## config.mk

```make
export PLATFORM = sky130hd
export DESIGN_NAME = l2_refill_arbiter_flat
export DESIGN_NICKNAME = d
export VERILOG_FILES = /design/src/rtl/l2_refill_arbiter_if.sv /design/src/rtl/l2_refill_arbiter.sv /design/src/flat_wrapper.sv
export SDC_FILE = /design/constraint.sdc
export NUM_CORES = 1
export LEC_CHECK = 0
export BUFFER_PORTS_ARGS = -buffer_cell sky130_fd_sc_hd__buf_4
export CORE_AREA = 2 2 542 544
export CTS_CLUSTER_DIAMETER = 60
export DETAILED_ROUTE_END_ITERATION = 16
export DIE_AREA = 0 0 544 546
export PLACE_DENSITY = 0.3
export SKIP_CTS_REPAIR_TIMING = 1
export SYNTH_ARGS = -nofsm -noshare
export SYNTH_HDL_FRONTEND = slang
export SYNTH_SLANG_ARGS = --single-unit
```

## constraint.sdc

```tcl
create_clock -name clk -period 1.5 [get_ports clk]
set_input_delay 0.075 -clock clk [delete_from_list [all_inputs] [get_ports clk]]
set_output_delay 0.075 -clock clk [all_outputs]
set_load 0.05 [all_outputs]
```

## src/rtl/l2_refill_arbiter_if.sv

```systemverilog
// l2_refill_arbiter_if: Icache/Dcache/L2 handshake bundle for the L2 refill arbiter
//  slave  : arbiter view (takes cache requests and L2 responses, drives grants, L2 requests, refills)
//  master : environment view (caches and L2 side)
interface l2_refill_arbiter_if #(
    parameter int ADDR_W = 34,
    parameter int LINE_W = 256
);
    logic              ic_req_valid;
    logic              ic_req_ready;
    logic [ADDR_W-1:0] ic_req_addr;
    logic              ic_resp_valid;
    logic              ic_resp_ready;
    logic [LINE_W-1:0] ic_resp_line;
    logic              dc_req_valid;
    logic              dc_req_ready;
    logic [ADDR_W-1:0] dc_req_addr;
    logic              dc_req_we;
    logic [LINE_W-1:0] dc_req_wline;
    logic              dc_resp_valid;
    logic              dc_resp_ready;
    logic [LINE_W-1:0] dc_resp_line;
    logic              l2_req_valid;
    logic              l2_req_ready;
    logic [ADDR_W-1:0] l2_req_addr;
    logic              l2_req_we;
    logic [LINE_W-1:0] l2_req_wline;
    logic              l2_resp_valid;
    logic              l2_resp_ready;
    logic [LINE_W-1:0] l2_resp_line;

    modport slave (
        input  ic_req_valid, ic_req_addr, ic_resp_ready,
        input  dc_req_valid, dc_req_addr, dc_req_we, dc_req_wline, dc_resp_ready,
        input  l2_req_ready, l2_resp_valid, l2_resp_line,
        output ic_req_ready, ic_resp_valid, ic_resp_line,
        output dc_req_ready, dc_resp_valid, dc_resp_line,
        output l2_req_valid, l2_req_addr, l2_req_we, l2_req_wline, l2_resp_ready
    );

    modport master (
        output ic_req_valid, ic_req_addr, ic_resp_ready,
        output dc_req_valid, dc_req_addr, dc_req_we, dc_req_wline, dc_resp_ready,
        output l2_req_ready, l2_resp_valid, l2_resp_line,
        input  ic_req_ready, ic_resp_valid, ic_resp_line,
        input  dc_req_ready, dc_resp_valid, dc_resp_line,
        input  l2_req_valid, l2_req_addr, l2_req_we, l2_req_wline, l2_resp_ready
    );
endinterface

```

## src/rtl/l2_refill_arbiter.sv

```systemverilog
// l2_refill_arbiter: round-robin sharing of one L2 port between Icache and Dcache, one transaction in flight
//  clk, rst     : clock, synchronous active-high reset
//  bus          : cache request/response and L2 request/response handshakes (slave view)
//  busy_o       : a transaction is in progress
//  owner_dc_o   : current/last granted owner, 0 Icache, 1 Dcache
module l2_refill_arbiter #(
    parameter int ADDR_W = 34,
    parameter int LINE_W = 256,
    parameter int OFS_W  = 5
) (
    input  logic                  clk,
    input  logic                  rst,
    l2_refill_arbiter_if.slave    bus,
    output logic                  busy_o,
    output logic                  owner_dc_o
);
    typedef enum logic [1:0] {IDLE, REQ, WAIT, RESP} state_t;

    localparam logic [ADDR_W-1:0] LINE_MASK = {{(ADDR_W-OFS_W){1'b1}}, {OFS_W{1'b0}}};

    state_t            state_q, state_d;
    logic              last_grant_q, last_grant_d;
    logic              owner_q, owner_d;
    logic [ADDR_W-1:0] addr_q, addr_d;
    logic              we_q, we_d;
    logic [LINE_W-1:0] wline_q, wline_d;
    logic [LINE_W-1:0] line_q, line_d;
    logic              grant, grant_dc;

    // Dcache wins when alone, or on a tie when the Icache had the previous grant
    assign grant_dc = bus.dc_req_valid && (!bus.ic_req_valid || !last_grant_q);
    assign grant    = !rst && state_q == IDLE && (bus.ic_req_valid || bus.dc_req_valid);

    always_comb begin
        state_d      = state_q;
        last_grant_d = last_grant_q;
        owner_d      = owner_q;
        addr_d       = addr_q;
        we_d         = we_q;
        wline_d      = wline_q;
        line_d       = line_q;
        case (state_q)
            IDLE: if (grant) begin
                owner_d      = grant_dc;
                last_grant_d = grant_dc;
                addr_d       = (grant_dc ? bus.dc_req_addr : bus.ic_req_addr) & LINE_MASK;
                we_d         = grant_dc && bus.dc_req_we;
                wline_d      = grant_dc ? bus.dc_req_wline : '0;
                state_d      = REQ;
            end
            REQ:  state_d = bus.l2_req_ready ? WAIT : REQ;
            WAIT: if (bus.l2_resp_valid) begin
                line_d  = we_q ? '0 : bus.l2_resp_line;
                state_d = RESP;
            end
            RESP: state_d = (owner_q ? bus.dc_resp_ready : bus.ic_resp_ready) ? IDLE : RESP;
            default: state_d = IDLE;
        endcase
    end

    always_ff @(posedge clk) begin
        if (rst) begin
            state_q      <= IDLE;
            last_grant_q <= 1'b1;
            owner_q      <= 1'b0;
            addr_q       <= '0;
            we_q         <= 1'b0;
            wline_q      <= '0;
            line_q       <= '0;
        end else begin
            state_q      <= state_d;
            last_grant_q <= last_grant_d;
            owner_q      <= owner_d;
            addr_q       <= addr_d;
            we_q         <= we_d;
            wline_q      <= wline_d;
            line_q       <= line_d;
        end
    end

    assign bus.ic_req_ready  = grant && !grant_dc;
    assign bus.dc_req_ready  = grant && grant_dc;
    assign bus.l2_req_valid  = state_q == REQ;
    assign bus.l2_req_addr   = addr_q;
    assign bus.l2_req_we     = we_q;
    assign bus.l2_req_wline  = wline_q;
    assign bus.l2_resp_ready = state_q == WAIT;
    assign bus.ic_resp_valid = state_q == RESP && !owner_q;
    assign bus.dc_resp_valid = state_q == RESP && owner_q;
    assign bus.ic_resp_line  = bus.ic_resp_valid ? line_q : '0;
    assign bus.dc_resp_line  = bus.dc_resp_valid ? line_q : '0;
    assign busy_o            = state_q != IDLE;
    assign owner_dc_o        = owner_q;
endmodule

```

## src/flat_wrapper.sv

```systemverilog
// flat-port wrapper written by rule: the top's interface ports become plain ports
module l2_refill_arbiter_flat 
#(
    parameter int ADDR_W = 34,
    parameter int LINE_W = 256,
    parameter int OFS_W  = 5
)
  (clk, rst, busy_o, owner_dc_o, bus_ic_req_valid, bus_ic_req_addr, bus_ic_resp_ready, bus_dc_req_valid, bus_dc_req_addr, bus_dc_req_we, bus_dc_req_wline, bus_dc_resp_ready, bus_l2_req_ready, bus_l2_resp_valid, bus_l2_resp_line, bus_ic_req_ready, bus_ic_resp_valid, bus_ic_resp_line, bus_dc_req_ready, bus_dc_resp_valid, bus_dc_resp_line, bus_l2_req_valid, bus_l2_req_addr, bus_l2_req_we, bus_l2_req_wline, bus_l2_resp_ready);
  l2_refill_arbiter_if #(.ADDR_W(ADDR_W), .LINE_W(LINE_W)) bus_i ();
  input  logic clk;
  input  logic rst;
  output logic busy_o;
  output logic owner_dc_o;
  input wire logic [$bits(bus_i.ic_req_valid)-1:0] bus_ic_req_valid;
  input wire logic [$bits(bus_i.ic_req_addr)-1:0] bus_ic_req_addr;
  input wire logic [$bits(bus_i.ic_resp_ready)-1:0] bus_ic_resp_ready;
  input wire logic [$bits(bus_i.dc_req_valid)-1:0] bus_dc_req_valid;
  input wire logic [$bits(bus_i.dc_req_addr)-1:0] bus_dc_req_addr;
  input wire logic [$bits(bus_i.dc_req_we)-1:0] bus_dc_req_we;
  input wire logic [$bits(bus_i.dc_req_wline)-1:0] bus_dc_req_wline;
  input wire logic [$bits(bus_i.dc_resp_ready)-1:0] bus_dc_resp_ready;
  input wire logic [$bits(bus_i.l2_req_ready)-1:0] bus_l2_req_ready;
  input wire logic [$bits(bus_i.l2_resp_valid)-1:0] bus_l2_resp_valid;
  input wire logic [$bits(bus_i.l2_resp_line)-1:0] bus_l2_resp_line;
  output wire logic [$bits(bus_i.ic_req_ready)-1:0] bus_ic_req_ready;
  output wire logic [$bits(bus_i.ic_resp_valid)-1:0] bus_ic_resp_valid;
  output wire logic [$bits(bus_i.ic_resp_line)-1:0] bus_ic_resp_line;
  output wire logic [$bits(bus_i.dc_req_ready)-1:0] bus_dc_req_ready;
  output wire logic [$bits(bus_i.dc_resp_valid)-1:0] bus_dc_resp_valid;
  output wire logic [$bits(bus_i.dc_resp_line)-1:0] bus_dc_resp_line;
  output wire logic [$bits(bus_i.l2_req_valid)-1:0] bus_l2_req_valid;
  output wire logic [$bits(bus_i.l2_req_addr)-1:0] bus_l2_req_addr;
  output wire logic [$bits(bus_i.l2_req_we)-1:0] bus_l2_req_we;
  output wire logic [$bits(bus_i.l2_req_wline)-1:0] bus_l2_req_wline;
  output wire logic [$bits(bus_i.l2_resp_ready)-1:0] bus_l2_resp_ready;
  assign bus_i.ic_req_valid = bus_ic_req_valid;
  assign bus_i.ic_req_addr = bus_ic_req_addr;
  assign bus_i.ic_resp_ready = bus_ic_resp_ready;
  assign bus_i.dc_req_valid = bus_dc_req_valid;
  assign bus_i.dc_req_addr = bus_dc_req_addr;
  assign bus_i.dc_req_we = bus_dc_req_we;
  assign bus_i.dc_req_wline = bus_dc_req_wline;
  assign bus_i.dc_resp_ready = bus_dc_resp_ready;
  assign bus_i.l2_req_ready = bus_l2_req_ready;
  assign bus_i.l2_resp_valid = bus_l2_resp_valid;
  assign bus_i.l2_resp_line = bus_l2_resp_line;
  assign bus_ic_req_ready = bus_i.ic_req_ready;
  assign bus_ic_resp_valid = bus_i.ic_resp_valid;
  assign bus_ic_resp_line = bus_i.ic_resp_line;
  assign bus_dc_req_ready = bus_i.dc_req_ready;
  assign bus_dc_resp_valid = bus_i.dc_resp_valid;
  assign bus_dc_resp_line = bus_i.dc_resp_line;
  assign bus_l2_req_valid = bus_i.l2_req_valid;
  assign bus_l2_req_addr = bus_i.l2_req_addr;
  assign bus_l2_req_we = bus_i.l2_req_we;
  assign bus_l2_req_wline = bus_i.l2_req_wline;
  assign bus_l2_resp_ready = bus_i.l2_resp_ready;
  l2_refill_arbiter #(.ADDR_W(ADDR_W), .LINE_W(LINE_W), .OFS_W(OFS_W)) u_core (.clk(clk), .rst(rst), .bus(bus_i), .busy_o(busy_o), .owner_dc_o(owner_dc_o));
endmodule
```

# After elaboration in Yosys (flattened, before gate mapping)
# Index checks and enable logic that the tools add are counted.
# word_totals
regBits	546
latch_bits	0
ramBits	0
romBits	0
output_inout_bits	811
elab_cells	43
memories	0
# classes
n_addsub	0
multipliers	0
div	0
n_lt_le_gt_ge	0
eq_ne	5
shifts	0
muxes	11
bitwise	0
reduce_logical	20
# op_table
op	count
2-to-1 mux 256 bit	4
2-to-1 mux 34 bit	1
logical AND 1 bit	8
2-to-1 mux 2 bit	4
one-hot mux 2 bit (4 select lines)	1
AND reduction 2 bit	3
logical NOT 1 bit	5
== test 2 bit (second input constant)	2
== test 2 x 1 -> 1 bit (second input constant)	1
logical NOT 2 bit	1
logical OR 1 bit	2
inequality test 2 x 1 -> 1 bit (second input constant)	1
inequality test 2 bit (second input constant)	1
nonzero test 2 bit	1
2-to-1 mux 1 bit	1

# Depth between registers and ports, before layout
# logic_depth
ltp_word	5
depth_mapped	8
depth_no_buf	4

# Worst setup path after synthesis
# OpenSTA, ideal clock, no wires.
# synth_timing
path_type	flip-flop to output port
from	register u_core.owner_q, in the netlist u_core.owner_dc_o
to	output port bus_dc_resp_line[246]
arrival_ps	2157
required_ps	1425
path_slack_ps	-732
path_stages_with_launch	5
cell_sequence	dfxtp_1 and3_1 clkbuf_1 clkbuf_1 and2_1
# synth_between
elab_chain_len	2
# synth_lines
item	line	text
start, declared	l2_refill_arbiter.sv:23	logic owner_q, owner_d;
start signal, assigned	l2_refill_arbiter.sv:73	owner_q <= owner_d;
logical AND 1 bit	l2_refill_arbiter.sv:89	assign bus.dc_resp_valid = state_q == RESP && owner_q;
named net bus_dc_resp_valid	flat_wrapper.sv:29	output wire logic [$bits(bus_i.dc_resp_valid)-1:0] bus_dc_resp_valid;
2-to-1 mux 256 bit	l2_refill_arbiter.sv:91	assign bus.dc_resp_line = bus.dc_resp_valid ? line_q : '0;
end, declared	flat_wrapper.sv:30	output wire logic [$bits(bus_i.dc_resp_line)-1:0] bus_dc_resp_line;
# The timed path passes the listed nets, and every way through them passes these cells.

# Worst setup path after layout
# layout_timing
from	register u_core.state_q[0]
to	output port bus_ic_resp_line[112]
# layout_between
elab_chain_len	3
# layout_lines
item	line	text
start, declared	l2_refill_arbiter.sv:21	state_t state_q, state_d;
start signal, assigned	l2_refill_arbiter.sv:71	state_q <= state_d;
== test 2 bit	l2_refill_arbiter.sv:88	assign bus.ic_resp_valid = state_q == RESP && !owner_q;
logical AND 1 bit	l2_refill_arbiter.sv:88	
2-to-1 mux 256 bit	l2_refill_arbiter.sv:90	assign bus.ic_resp_line = bus.ic_resp_valid ? line_q : '0;
end, declared	flat_wrapper.sv:27	output wire logic [$bits(bus_i.ic_resp_line)-1:0] bus_ic_resp_line;
# No other way between the ends.

==> results.json <==
{
  "drv_slew": 0,
  "rows": 199,
  "period_share_pct": 161,
  "synth_area_per_cell_um2": 9.08,
  "wl_per_cell_um": 21.3,
  "hold_path.class": "in -> reg",
  "status": "finished with violations",
  "clk_pin_slew_ns": 0.06,
  "rsz0062_at_grt": "true",
  "design.core.area_mm2": 0.292,
  "synth_top_area_share_pct": 49.0,
  "final_cell_count_no_fill": 8566,
  "overflow": 0,
  "nNetsFinal": 5139,
  "netlist_area_mm2": 0.0223,
  "ys.flop_type": "dfxtp_1",
  "grtUsageTotal_pct": 11.0,
  "setup_ws_ns": -0.917,
  "die_y_um": 546,
  "numCtsBuffers": 93,
  "synth_largest_area_cell": "dfxtp_1",
  "grt_max_degree": 61,
  "floorplan.initialDensity_pct": 7.64,
  "drt-total-wl_um": 183000,
  "vias": 26700,
  "cts_tree": "yes",
  "via_per_inst": 3.12,
  "drv_cap": 0,
  "hold-path-cell-count": 3,
  "dieArea_mm2": 0.297,
  "fin_util_pct": 17.7,
  "final.min_clock_period_ns": 2.42,
  "grt_pass1_wl_um": 226000,
  "finalHoldViolCount": 0,
  "crit_required_ns": 1.42,
  "power_w": 0.0480,
  "cellPowerDensity_mw_per_mm2": 931,
  "routabilityCongestion": 0.819,
  "tightest_slew_ns": 0.845,
  "critical_path.endpoint_type": "output pin",
  "critPathLaunch": "u_core.state_q[0]$_SDFFE_PP0P_",
  "yosysUniqueCellTypes": 33,
  "cts_sinks": 546,
  "criticalPathCategory": "reg -> out",
  "syn_to_final_growth_pct": 131,
  "num_io_pins": 1400,
  "setup_viol": 1101,
  "cp-start-kind": "flip-flop",
  "port_buffers": 1384,
  "synth-edff-count": 0,
  "htree_levels": 3,
  "syn_inst": 2458,
  "drtIter0Drc": 1183,
  "synth-seq-area-share_pct": 49.0,
  "dpl_worst_slack_ns": -0.288,
  "relSlewSlack_pct": 43.5,
  "max_freq_mhz": 414,
  "critPathArrivalTime_ns": 2.34,
  "firstDrtPassIters": 5,
  "synth_warnings": 0,
  "clockBufferDepth": 4,
  "clk_latency_ns": 0.79,
  "grt_antenna_before_repair": 69,
  "ys_seq_elements": 546,
  "synth.area.top_cells": "dfxtp_1 49%, and2_1 14%, a22o_1 10%",
  "reg2regPathDepth": 8,
  "violations": "setup timing",
  "grt_pass1_vias": 24500,
  "drtAntennaViolNets": 0,
  "drive_above_1_share_pct": 49.4,
  "rr_startpoint": "u_core.state_q[0]$_SDFFE_PP0P_",
  "peakVddDrop_uv": 723,
  "root_buffer": "clkbuf_16",
  "timing.critical_path.fanout_max": 8,
  "hp-start": "bus_dc_req_wline[122]",
  "ys_async_sr_fraction_pct": 0,
  "drc": 0,
  "dpl.cell_count": 7718,
  "fin_skew_ns": 0.0504,
  "cellLeakagePower_nw": 21.4,
  "dp_hpwl_um": 145000,
  "die_w_um": 544
}
==> where the power goes <==
part	internal (W)	switching, W	total, W
Clock	0.0128	0.00841	0.0212
Sequential	0.0154	0.000779	0.0162
Combinational	0.00461	0.00606	0.0107
==> logic make-up after synthesis <==
logic type	after synthesis	share of synthesized area, %
buffers and inverters	246	4.76
AND/OR/NAND/NOR	1113	29.0
multiplexers	1	0.0448
flip-flops	546	49.0
other	1	0.0168
AO/OA/AOI/OAI	551	17.2
==> path summary, 6_finish.rpt <==
path	endpoint	slack (ns)
worst min register to register	u_core.line_q[214]$_SDFFE_PP0P_	0.46
worst max register to register	u_core.line_q[38]$_SDFFE_PP0P_	-0.47
worst min-delay path	u_core.bus.l2_req_wline[122]$_SDFFE_PP0P_	0.03
worst max-delay path	bus_ic_resp_line[112]	-0.92
==> state kept, by name, indices dropped and copies added (netlist names) <==
register and flops:
u_core.state_q 2, u_core.last_grant_q 1, u_core.bus.l2_req_addr 29, u_core.owner_dc_o 1, u_core.line_q 256, u_core.bus.l2_req_wline 256, u_core.bus.l2_req_we 1
==> worst max-delay path, stage by stage (launching register included) <==
cell and delay, ns:
dfxtp_2 0.33, buf_6 0.12, nand2_4 0.06, nor2_4 0.12, buf_12 0.17, clkbuf_16 0.25, buf_8 0.14, and2_4 0.18
buf_8 0.15
==> layout make-up <==
type / instances / area [µm²]
Fill cell: 32800 / 240000
Timing Repair Buffer: 2237 / 21200
Multi-Input combinational cell: 1670 / 11500
Sequential cell: 546 / 10900
Tap cell: 3919 / 4900
Clock buffer: 122 / 2540
Clock inverter: 39 / 433
Antenna cell: 31 / 77.6
Inverter: 2 / 7.51
==> synthesized netlist by cell type, types with 2 or more instances <==
library cell    n
dfxtp_1       546
and2_1        512
nand2_1       311
a21oi_1       257
a22o_1        257
nand3b_1      256
clkbuf_1      153
buf_2          84
nor2_1         24
a311oi_1       18
a22oi_1         8
buf_4           5
a222oi_1        3
nor2b_1         3
buf_6           2
inv_1           2
==> layout by cell type (no fill, tap or decap), types with 25 or more instances in the layout <==
cell	count
and2_2	144
a21oi_1	257
buf_12	65
dfxtp_1	542
buf_8	152
diode_2	31
clkbuf_16	111
buf_6	148
dlygate4sd3_1	604
and2_1	25
nand2_1	309
a22o_1	257
buf_4	1245
nand3b_1	256
and2_4	343
==> per-layer routing <==
metal	global-route usage (%)	up-vias	wire length (µm)
met1	12.2	12500	74200
met3	4.06	287	11700
met5	0	-	190
met4	3.13	30	6310
met2	19.5	1167	90100
li1	-	12700	-
==> per-stage QoR <==
| step | hold WS (ns) | instance area [µm²] | setup TNS, ns |
|---|---|---|---|
| final | 0.0339 | 51600 | -565.34 |
| after global routing | -0.0186 | 51600 | -682.89 |
| after global placement | 0.269 | 39500 | -161.09 |
| after detailed placement | 0.281 | 39500 | -159.00 |
| after floorplan | 0.181 | 23300 | -28.76 |
| after CTS | -0.619 | 42500 | -654.50 |
(Power assumes the default switching activity.)
